$ cat src/rtl/joypad_poller.sv
// -----------------------------------------------------------------------------
// joypad_poller
//   I2C master that periodically reads NUM_PADS joypad slaves located at
//   consecutive 7-bit addresses BASE_ADDR .. BASE_ADDR+NUM_PADS-1 and presents
//   the latched button bytes plus per-pad presence flags to the game core.
//   Bus outputs are open-drain style: 1 = release the line, 0 = pull low.
//
// Ports
//   clk      in   system clock
//   rst_n    in   asynchronous active-low reset
//   enable   in   polling allowed
//   scl_out  out  SCL drive (1 = release)
//   sda_in   in   sampled SDA pin level
//   sda_out  out  SDA drive (1 = release)
//   buttons  out  pad i at [i*8*BYTES +: 8*BYTES], first byte received is MSB
//   present  out  pad i acknowledged its address in the last poll
//   update   out  one-cycle pulse when a full round completes
//
// Build option
//   JOYPAD_DEBOUNCE_EN : buttons of a pad only change when two consecutive
//                        successful reads of that pad return the same data.
//
// States
//   S_IDLE  | bus released, poll counter running
//   S_START | START condition, 3 quarters
//   S_ADDR  | address byte {BASE_ADDR+pad, R}, MSB first
//   S_AACK  | slave address acknowledge bit
//   S_READ  | one data byte from the slave, MSB first
//   S_MACK  | master ACK (more bytes) or NACK (last byte)
//   S_STOP  | STOP condition, 3 quarters; commits results on completion
// -----------------------------------------------------------------------------
module joypad_poller #(
  parameter int         NUM_PADS    = 2,
  parameter logic [6:0] BASE_ADDR   = 7'h52,
  parameter int         BYTES       = 1,
  parameter int         CLK_DIV     = 5,
  parameter int         POLL_PERIOD = 20000
) (
  input  logic                        clk,
  input  logic                        rst_n,
  input  logic                        enable,
  output logic                        scl_out,
  input  logic                        sda_in,
  output logic                        sda_out,
  output logic [NUM_PADS*8*BYTES-1:0] buttons,
  output logic [NUM_PADS-1:0]         present,
  output logic                        update
);

  localparam int W  = 8 * BYTES;
  localparam int QW = $clog2(CLK_DIV) + 1;
  localparam int PW = $clog2(POLL_PERIOD) + 1;

  localparam logic [QW-1:0] Q_LOAD    = QW'(CLK_DIV - 1);
  localparam logic [PW-1:0] P_LAST    = PW'(POLL_PERIOD - 1);
  localparam logic [2:0]    PAD_LAST  = 3'(NUM_PADS - 1);
  localparam logic [1:0]    BYTE_LAST = 2'(BYTES - 1);

  typedef enum logic [2:0] {
    S_IDLE,
    S_START,
    S_ADDR,
    S_AACK,
    S_READ,
    S_MACK,
    S_STOP
  } state_t;

  state_t                 state_q, state_d;
  logic [QW-1:0]          div_q, div_d;
  logic [1:0]             qtr_q, qtr_d;
  logic [2:0]             bit_q, bit_d;
  logic [1:0]             byte_q, byte_d;
  logic [2:0]             pad_q, pad_d;
  logic [PW-1:0]          poll_q, poll_d;
  logic                   ack_q, ack_d;
  logic [W-1:0]           shift_q, shift_d;
  logic [NUM_PADS*W-1:0]  buttons_q, buttons_d;
  logic [NUM_PADS-1:0]    present_q, present_d;
  logic                   update_q, update_d;
`ifdef JOYPAD_DEBOUNCE_EN
  logic [NUM_PADS*W-1:0]  raw_q, raw_d;
`endif

  logic       tick;
  logic       scl_bit;
  logic [7:0] addr_byte;
  logic       scl_drv, sda_drv;

  // Quarter-period divider: down-counter, one tick per terminal count.
  // Held at its load value in IDLE so the first quarter of a round is full.
  assign tick = (state_q != S_IDLE) && (div_q == '0);

  always_comb begin
    div_d = div_q;
    if (state_q == S_IDLE || div_q == '0) div_d = Q_LOAD;
    else                                  div_d = div_q - 1'b1;
  end

  // SCL is high in the middle two quarters of every data/ack bit.
  assign scl_bit   = qtr_q[0] ^ qtr_q[1];
  assign addr_byte = {BASE_ADDR + {4'd0, pad_q}, 1'b1};

  always_comb begin
    state_d   = state_q;
    qtr_d     = qtr_q;
    bit_d     = bit_q;
    byte_d    = byte_q;
    pad_d     = pad_q;
    ack_d     = ack_q;
    shift_d   = shift_q;
    buttons_d = buttons_q;
    present_d = present_q;
    update_d  = 1'b0;
`ifdef JOYPAD_DEBOUNCE_EN
    raw_d     = raw_q;
`endif

    // Poll counter keeps running through a round so rounds start every
    // POLL_PERIOD cycles; it saturates if a round overruns the period.
    poll_d = poll_q;
    if (enable && poll_q != P_LAST) poll_d = poll_q + 1'b1;

    case (state_q)
      S_IDLE: begin
        if (enable && poll_q == P_LAST) begin
          poll_d  = '0;
          pad_d   = '0;
          qtr_d   = '0;
          state_d = S_START;
        end
      end

      S_START: begin
        if (tick) begin
          if (qtr_q == 2'd2) begin
            qtr_d   = '0;
            bit_d   = 3'd7;
            state_d = S_ADDR;
          end else begin
            qtr_d = qtr_q + 1'b1;
          end
        end
      end

      S_ADDR: begin
        if (tick) begin
          qtr_d = qtr_q + 1'b1;
          if (qtr_q == 2'd3) begin
            if (bit_q == 3'd0) state_d = S_AACK;
            else               bit_d   = bit_q - 1'b1;
          end
        end
      end

      S_AACK: begin
        if (tick) begin
          qtr_d = qtr_q + 1'b1;
          if (qtr_q == 2'd2) ack_d = ~sda_in;
          if (qtr_q == 2'd3) begin
            byte_d  = '0;
            bit_d   = 3'd7;
            state_d = ack_q ? S_READ : S_STOP;
          end
        end
      end

      S_READ: begin
        if (tick) begin
          qtr_d = qtr_q + 1'b1;
          if (qtr_q == 2'd2) shift_d = {shift_q[W-2:0], sda_in};
          if (qtr_q == 2'd3) begin
            if (bit_q == 3'd0) state_d = S_MACK;
            else               bit_d   = bit_q - 1'b1;
          end
        end
      end

      S_MACK: begin
        if (tick) begin
          qtr_d = qtr_q + 1'b1;
          if (qtr_q == 2'd3) begin
            if (byte_q != BYTE_LAST) begin
              byte_d  = byte_q + 1'b1;
              bit_d   = 3'd7;
              state_d = S_READ;
            end else begin
              state_d = S_STOP;
            end
          end
        end
      end

      S_STOP: begin
        if (tick) begin
          if (qtr_q == 2'd2) begin
            qtr_d = '0;
            for (int i = 0; i < NUM_PADS; i++) begin
              if (pad_q == 3'(i)) begin
                if (ack_q) begin
`ifdef JOYPAD_DEBOUNCE_EN
                  if (raw_q[i*W +: W] == shift_q) buttons_d[i*W +: W] = shift_q;
                  raw_d[i*W +: W] = shift_q;
`else
                  buttons_d[i*W +: W] = shift_q;
`endif
                  present_d[i] = 1'b1;
                end else begin
`ifdef JOYPAD_DEBOUNCE_EN
                  raw_d[i*W +: W] = '0;
`endif
                  buttons_d[i*W +: W] = '0;
                  present_d[i]        = 1'b0;
                end
              end
            end
            // Dropping enable mid-round abandons the remaining pads silently.
            if (enable && pad_q != PAD_LAST) begin
              pad_d   = pad_q + 1'b1;
              state_d = S_START;
            end else begin
              update_d = enable;
              state_d  = S_IDLE;
            end
          end else begin
            qtr_d = qtr_q + 1'b1;
          end
        end
      end

      default: state_d = S_IDLE;
    endcase
  end

  // Line drive is decoded from registered state only, so reset releases
  // both lines immediately.
  always_comb begin
    scl_drv = 1'b1;
    sda_drv = 1'b1;
    case (state_q)
      S_START: begin
        scl_drv = (qtr_q != 2'd2);
        sda_drv = (qtr_q == 2'd0);
      end
      S_ADDR: begin
        scl_drv = scl_bit;
        sda_drv = addr_byte[bit_q];
      end
      S_AACK, S_READ: scl_drv = scl_bit;
      S_MACK: begin
        scl_drv = scl_bit;
        sda_drv = (byte_q == BYTE_LAST);
      end
      S_STOP: begin
        scl_drv = (qtr_q != 2'd0);
        sda_drv = (qtr_q == 2'd2);
      end
      default: ;
    endcase
  end

  always_ff @(posedge clk or negedge rst_n) begin
    if (!rst_n) begin
      state_q   <= S_IDLE;
      div_q     <= Q_LOAD;
      qtr_q     <= '0;
      bit_q     <= '0;
      byte_q    <= '0;
      pad_q     <= '0;
      poll_q    <= '0;
      ack_q     <= 1'b0;
      shift_q   <= '0;
      buttons_q <= '0;
      present_q <= '0;
      update_q  <= 1'b0;
`ifdef JOYPAD_DEBOUNCE_EN
      raw_q     <= '0;
`endif
    end else begin
      state_q   <= state_d;
      div_q     <= div_d;
      qtr_q     <= qtr_d;
      bit_q     <= bit_d;
      byte_q    <= byte_d;
      pad_q     <= pad_d;
      poll_q    <= poll_d;
      ack_q     <= ack_d;
      shift_q   <= shift_d;
      buttons_q <= buttons_d;
      present_q <= present_d;
      update_q  <= update_d;
`ifdef JOYPAD_DEBOUNCE_EN
      raw_q     <= raw_d;
`endif
    end
  end

  assign scl_out = scl_drv;
  assign sda_out = sda_drv;
  assign buttons = buttons_q;
  assign present = present_q;
  assign update  = update_q;

endmodule

$ cat config.mk
export PLATFORM = sky130hd
export DESIGN_NAME = joypad_poller
export DESIGN_NICKNAME = d
export VERILOG_FILES = /design/src/rtl/joypad_poller.sv
export SDC_FILE = /design/constraint.sdc
export NUM_CORES = 1
export LEC_CHECK = 0
export CORE_AREA = 2 2 89 82
export DETAILED_ROUTE_END_ITERATION = 8
export DIE_AREA = 0 0 91 84
export PLACE_DENSITY = 0.68
export SYNTH_ARGS = -nofsm -noshare
export SYNTH_HDL_FRONTEND = slang
export SYNTH_SLANG_ARGS = --single-unit
$ cat constraint.sdc
create_clock -name clk -period 2.3 [get_ports clk]
set_input_delay 0.46 -clock clk [delete_from_list [all_inputs] [get_ports clk]]
set_output_delay 0.46 -clock clk [all_outputs]
set_load 0.03 [all_outputs]
Word level (Yosys, flattened, before mapping)
Index checks and enable logic that the tools add are counted.
{"block": "totals", "regBits": 61, "output_inout_bits": 21, "in_bits": 4}
{"block": "op_classes", "add_sub_neg": 7, "reduce_logical": 30, "n_lt_le_gt_ge": 1, "mux": 60, "bitwise": 2, "n_eq_ne": 35}
{"op": "$mux W3", "n": 29}
{"op": "$mux W16", "n": 3}
{"op": "$ne A2 B2 Y1 const B", "n": 18}
{"op": "$mux W2", "n": 11}
{"op": "$pmux W3 S7", "n": 1}
{"op": "$add A16 B1 Y16 const B", "n": 1}
{"op": "$eq A16 B15 Y1 const B", "n": 1}
{"op": "$ne A16 B15 Y1 const B", "n": 1}
{"op": "$reduce_and A15 Y1", "n": 1}
{"op": "$pmux W3 S4", "n": 1}
{"op": "$reduce_and A4 Y1", "n": 3}
{"op": "$reduce_and A11 Y1", "n": 1}
{"op": "$ne A2 B1 Y1 const B", "n": 5}
{"op": "$eq A3 B3 Y1 const B", "n": 3}
{"op": "$logic_not A3 Y1", "n": 3}
{"op": "$mux W8", "n": 1}
{"op": "$reduce_bool A2 Y1", "n": 4}
{"op": "$add A7 B3 Y7 const A", "n": 1}
{"op": "$mux W1", "n": 7}
{"op": "$eq A3 B1 Y1 const B", "n": 2}
{"op": "$eq A3 B2 Y1 const B", "n": 2}
{"op": "$pmux W2 S3", "n": 1}
{"op": "$pmux W3 S2", "n": 1}
{"op": "$reduce_and A3 Y1", "n": 2}
{"op": "other kinds (24)", "n": 32}

Longest topological paths before layout
{"block": "depth", "depth_word": 6, "depth_mapped": 8, "ltp_nobuf": 7}

Worst setup path before layout
OpenSTA, ideal clock, no wires.
{"block": "synth_timing", "kind": "register to output", "from": "register state_q[2]", "to": "output sda_out", "path_stages_with_launch": 6, "n_path_buf": 3, "arrival_ps": 1725, "path_slack_ps": 115, "cell_sequence": "dfrtp_1 -> buf_2 -> clkbuf_1 -> clkbuf_1 -> mux2i_1 -> a22oi_1"}
{"block": "synth_between", "elab_chain_len": 2, "elab_cells_between_ends": 5}
{"element": "from (decl)", "line_no": "69", "rtl": "state_t state_q, state_d;"}
{"element": "from (signal assigned)", "line_no": "280", "rtl": "state_q <= state_d;"}
{"element": "$eq A3 B3 Y1 (tied with other cells)", "line_no": "240", "rtl": "case (state_q)"}
{"element": "$pmux W1 S4 *", "line_no": "240"}
{"element": "to (decl)", "line_no": "44", "rtl": "output logic sda_out,"}
Mark *: on every way between the ends. The rest lies on a longest branch, timed or not.

Final worst setup path
{"block": "layout_timing", "from": "register pad_q[1]", "to": "output sda_out"}
{"block": "layout_between", "elab_chain_len": 4}
{"element": "from (decl)", "line_no": "74", "rtl": "logic [2:0] pad_q, pad_d;"}
{"element": "from (signal assigned)", "line_no": "285", "rtl": "pad_q <= pad_d;"}
{"element": "$add A7 B3 Y7", "line_no": "102", "rtl": "assign addr_byte = {BASE_ADDR + {4'd0, pad_q}, 1'b1};"}
{"element": "$bmux W1 S3", "line_no": "247", "rtl": "sda_drv = addr_byte[bit_q];"}
{"element": "$mux W1 (implied by the code)", "line_no": "247"}
{"element": "$pmux W1 S4", "line_no": "240"}
Every way passes these cells. The select of a mux whose other input is x is not followed.

==> results.md <==
- The number of detailed-route iterations in the first pass is 4.
- The type of the setup path with the least slack is reg -> out.
- Summed over all cells, the static leakage comes to between 1.5 and 2 nW.
- The worst endpoint required time is 1.84 ns.
- The clock net in this run drives a total of just over 60 sinks.
- In the routed layout, each cell is associated on average with a via count of 5.43.
- Entering global routing, the biggest net connects slightly above 60 pins.
- The number of enable-type register cells in the synthesized netlist is 0.
- The ratio of total power to cell area is about 560 mW/mm2.
- The final setup violation count is 1.
- The startpoint of the lowest-slack register-to-register path is poll_q[13]$_DFF_PN0_.
- The area fraction of the dominant cell type after synthesis is 0.461.
- The share of post-route cells with drive strength above 1 is 0.251.
- The final estimated routing congestion in global placement is 0.795.
- The half-perimeter wire length after placement is 4530 um.
- In this run the worst path has a maximum fanout of 2.
- Clock tree synthesis selected as its root buffer the cell sky130_fd_sc_hd__clkbuf_8.
- The first global-routing pass estimated 11400 um of wire.
- After clock tree synthesis, the clock-pin slew on the worst setup and hold paths is 0.08 ns.
- After synthesis the cells add up to approximately 0.0033 mm2.
- The number of antenna diodes is 0.
- The worst setup path is captured at a primary output.
- The most used flip-flop cell after synthesis is sky130_fd_sc_hd__dfrtp_1.
- Dividing the synthesized area by the synthesized cell count gives about 11 um2.
- The number of nets with antenna violations after routing is 0.
- Walking the worst path, the cells encountered are ha_1 > mux2_2 > o31ai_2 > a21oi_1 > a211oi_2 > a22oi_1 > buf_4.
- The final-report hold violation count is 0.
- The routed layout has about 2500 vias.
- The largest stage delay on the critical path is roughly 0.38 ns.
- The number of cells in the design after placement is 439.
- The setup check on the worst reg-to-reg path leaves a slack of 0.06 ns.
- The number of fill cells in the layout is between 600 and 700.
- The combined global-route utilization of all metal layers is 0.185.
- The synthesized design contains 61 register bits.
- The number of slew-limit violations in the final report is 0.
- The total clock buffers created by CTS is 9.
- The highest attainable clock frequency is 416 MHz.
- The setup slack after layout is -0.101 ns.
- IR analysis of the VDD net gives a maximum drop of between 0.3 and 0.4 mV.
- Across the run, the number of max-cap violations was 0.
- The time the worst path needs with I/O delays and setup is ~2.4 ns.
- The run finished, with violations left.
- STA classifies the critical path startpoint as a register.
- After detailed routing, the number of remaining DRC violations is 0.
- The total power is about 2.2 mW.
- The top cell types in the final layout, fill and taps aside, are 60 x sky130_fd_sc_hd__dfrtp_1, 27 x sky130_fd_sc_hd__mux2_2, 27 x sky130_fd_sc_hd__nor2_1, 27 x sky130_fd_sc_hd__buf_4, 21 x sky130_fd_sc_hd__clkdlybuf4s50_1.
- After clock tree synthesis, the setup repair step added 0 buffers.
- The checks that failed: negative setup slack.
- The dominant cell type by area after synthesis is sky130_fd_sc_hd__dfrtp_1.
- Ranked by total cell area, the synthesized netlist is headed by sky130_fd_sc_hd__dfrtp_1 46%, sky130_fd_sc_hd__mux2_2 9.3%, sky130_fd_sc_hd__ha_1 5.8%.
- The TritonCTS clock tree is yes.
- The die is about 90 um wide.
- In the finished design, the share of the clock period the worst path needs comes to 1.04.
- The number of core rows is 29.
- The net count after synthesis is about 330.
- The worst clock skew on the final layout is slightly above 0.01 ns.
- The synthesized instance count is between 300 and 400.
- The H-tree depth reported by CTS is 3.
- In this run the critical register-to-register path is captured at qtr_q[0]$_DFFE_PN0P_.
- The critical-path cell with the highest stage delay is sky130_fd_sc_hd__dfrtp_1.
- Leaving out filler cells and counting taps, the final layout contains ~460.
- In the final timing run, aggregate negative setup slack is -0.101 ns.
- The most common library cell in the layout ignoring fill and taps is sky130_fd_sc_hd__dfrtp_1.
- At the worst endpoint, the arrival time is around 1.9 ns.
- Wires add up to ~6500 um.
- The transition time of the tightest slew-check pin is roughly 0.50 ns.
- The number of violations reported at the end of detailed-routing iteration 0 is 123.
- The number of warnings reported in the yosys synthesis log is 0.
- The placeable core region is around 0.0068 mm2.
- Of all flip-flops after synthesis, the portion carrying an async set or reset was 1.00.
- The count of boundary I/O pins is 25.
- The total overflow reported by the global router is 0.
- Input and output buffers added on the ports amount to 24.
- The number of antenna violations at the first check in global routing is 0.
- Setup repair after global routing could not meet its margin everywhere.
- The floorplan step set the die height to ~84 um.
- The layout overhead on the synthesized area is 22.1%.
- The net count of the finished layout is about 380.
- The clock passes through at most 2 buffers.
- The distinct cell type count after synthesis is between 50 and 60.
- The post-detailed-route wirelength per cell is 14.3 um.
- The clock latency reported for the late side of the worst-skew pair is between 0.3 and 0.4 ns.
- The worst pin sits at a relative slew slack of 0.664.
- The via count of the first global-routing pass is about 2400.
- The initial utilization of the core area, before any placement, comes to 0.477.
- The number of cells on the worst reg-to-reg path is 5.
- The path class of the tightest hold or removal check is in -> async.
- The sequential cell area fraction in the yosys report is 0.469.
- The die area is 0.00764 mm2.
[what timing repair did]
item | CTS | global route
pin swaps | 1 | 0
hold buffers | 0 | 0
endpoints found under the setup margin | 1 | 4
resized for setup | 6 | 5
gates cloned | 0 | 0
[cell families after synthesis]
| logic type | count (synthesis) | synth area share |
|---|---|---|
| adders and majority gates | 15 | 0.0576 |
| xor gates and xnor gates | 14 | 0.0376 |
| buffers and inverters | 27 | 0.0353 |
| AOI/OAI and AO/OA | 52 | 0.111 |
| muxes | 31 | 0.106 |
| DFF | 61 | 0.469 |
| and+or+nand+nor | 106 | 0.183 |
[state kept, by name (all words and copies together) (netlist names)]
signal,flops
buttons,16
poll_q,16
shift_q,8
div_q,4
bit_q,3
pad_q,3
state_q,3
byte_q,2
present,2
qtr_q,2
ack_q,1
update,1
[through the flow]
stage	hold WS, ns	setup slack, ns	instance area, um2	util
global placement	0.446	-0.259	3780	0.554
floorplan	0.164	0.115	3260	-
CTS	0.124	-0.181	3960	0.580
global route	0.125	-0.217	3980	0.583
finish	0.105	-0.101	3980	0.583
detailed placement	0.451	-0.275	3780	0.554
[cell usage after synthesis (3+ instances only)]
library cell,instances
sky130_fd_sc_hd__nor2b_1,4
sky130_fd_sc_hd__xor2_1,3
sky130_fd_sc_hd__mux2_2,27
sky130_fd_sc_hd__nor2_1,27
sky130_fd_sc_hd__mux2i_1,4
sky130_fd_sc_hd__and2_1,9
sky130_fd_sc_hd__o21ai_0,12
sky130_fd_sc_hd__nand2b_1,5
sky130_fd_sc_hd__xnor2_1,11
sky130_fd_sc_hd__a211oi_1,3
sky130_fd_sc_hd__inv_1,15
sky130_fd_sc_hd__a21oi_1,12
sky130_fd_sc_hd__nand4_1,5
sky130_fd_sc_hd__clkbuf_1,7
sky130_fd_sc_hd__o2111ai_1,3
sky130_fd_sc_hd__ha_1,15
sky130_fd_sc_hd__nand3_1,11
sky130_fd_sc_hd__a31oi_1,4
sky130_fd_sc_hd__dfrtp_1,60
sky130_fd_sc_hd__nor3_1,6
sky130_fd_sc_hd__or3_1,7
sky130_fd_sc_hd__or2_2,3
sky130_fd_sc_hd__nand2_1,14
[per-layer routing]
metal  vias to the layer above  global-route usage  routed length [um]
met5                         -                   0                   0
met4                         0              0.0909                 162
met3                        16              0.0397                 232
met2                        46               0.290                3080
met1                      1208               0.243                3030
li1                       1199                   -                   -
[how the worst max path moves through the flow]
stage                                      start                    to  slack, ns
after floorplan           state_q[2]$_DFFE_PN0P_               sda_out       0.12
after global placement      pad_q[1]$_DFFE_PN0P_               sda_out      -0.26
after detailed placement                  enable  qtr_q[0]$_DFFE_PN0P_      -0.28
after CTS                   pad_q[1]$_DFFE_PN0P_               sda_out      -0.18
after global routing        pad_q[1]$_DFFE_PN0P_               sda_out      -0.22
final                       pad_q[1]$_DFFE_PN0P_               sda_out      -0.10
[where the power goes]
group | switching [mW] | total [mW] | internal [mW]
Sequential | 0.0698 | 1.20 | 1.13
Clock | 0.455 | 0.848 | 0.393
Combinational | 0.0962 | 0.179 | 0.0831
[critical path: cells and delay by family, from the launching register on]
kind,cells,cell delay [ns]
mux,1,0.27
flops,1,0.38
buf+inv,1,0.18
compound gates,4,0.51
fa+ha+maj,1,0.28
[layout make-up]
type	count	area [um2]	area share
Clock buffer	9	124	0.0311
Clock inverter	7	51.3	0.0129
Inverter	15	56.3	0.0142
Multi-Input combinational cell	218	1630	0.411
Sequential cell	61	1530	0.384
Tap cell	93	116	0.0293
Timing Repair Buffer	52	469	0.118
Power figures use the tool's default switching activity.
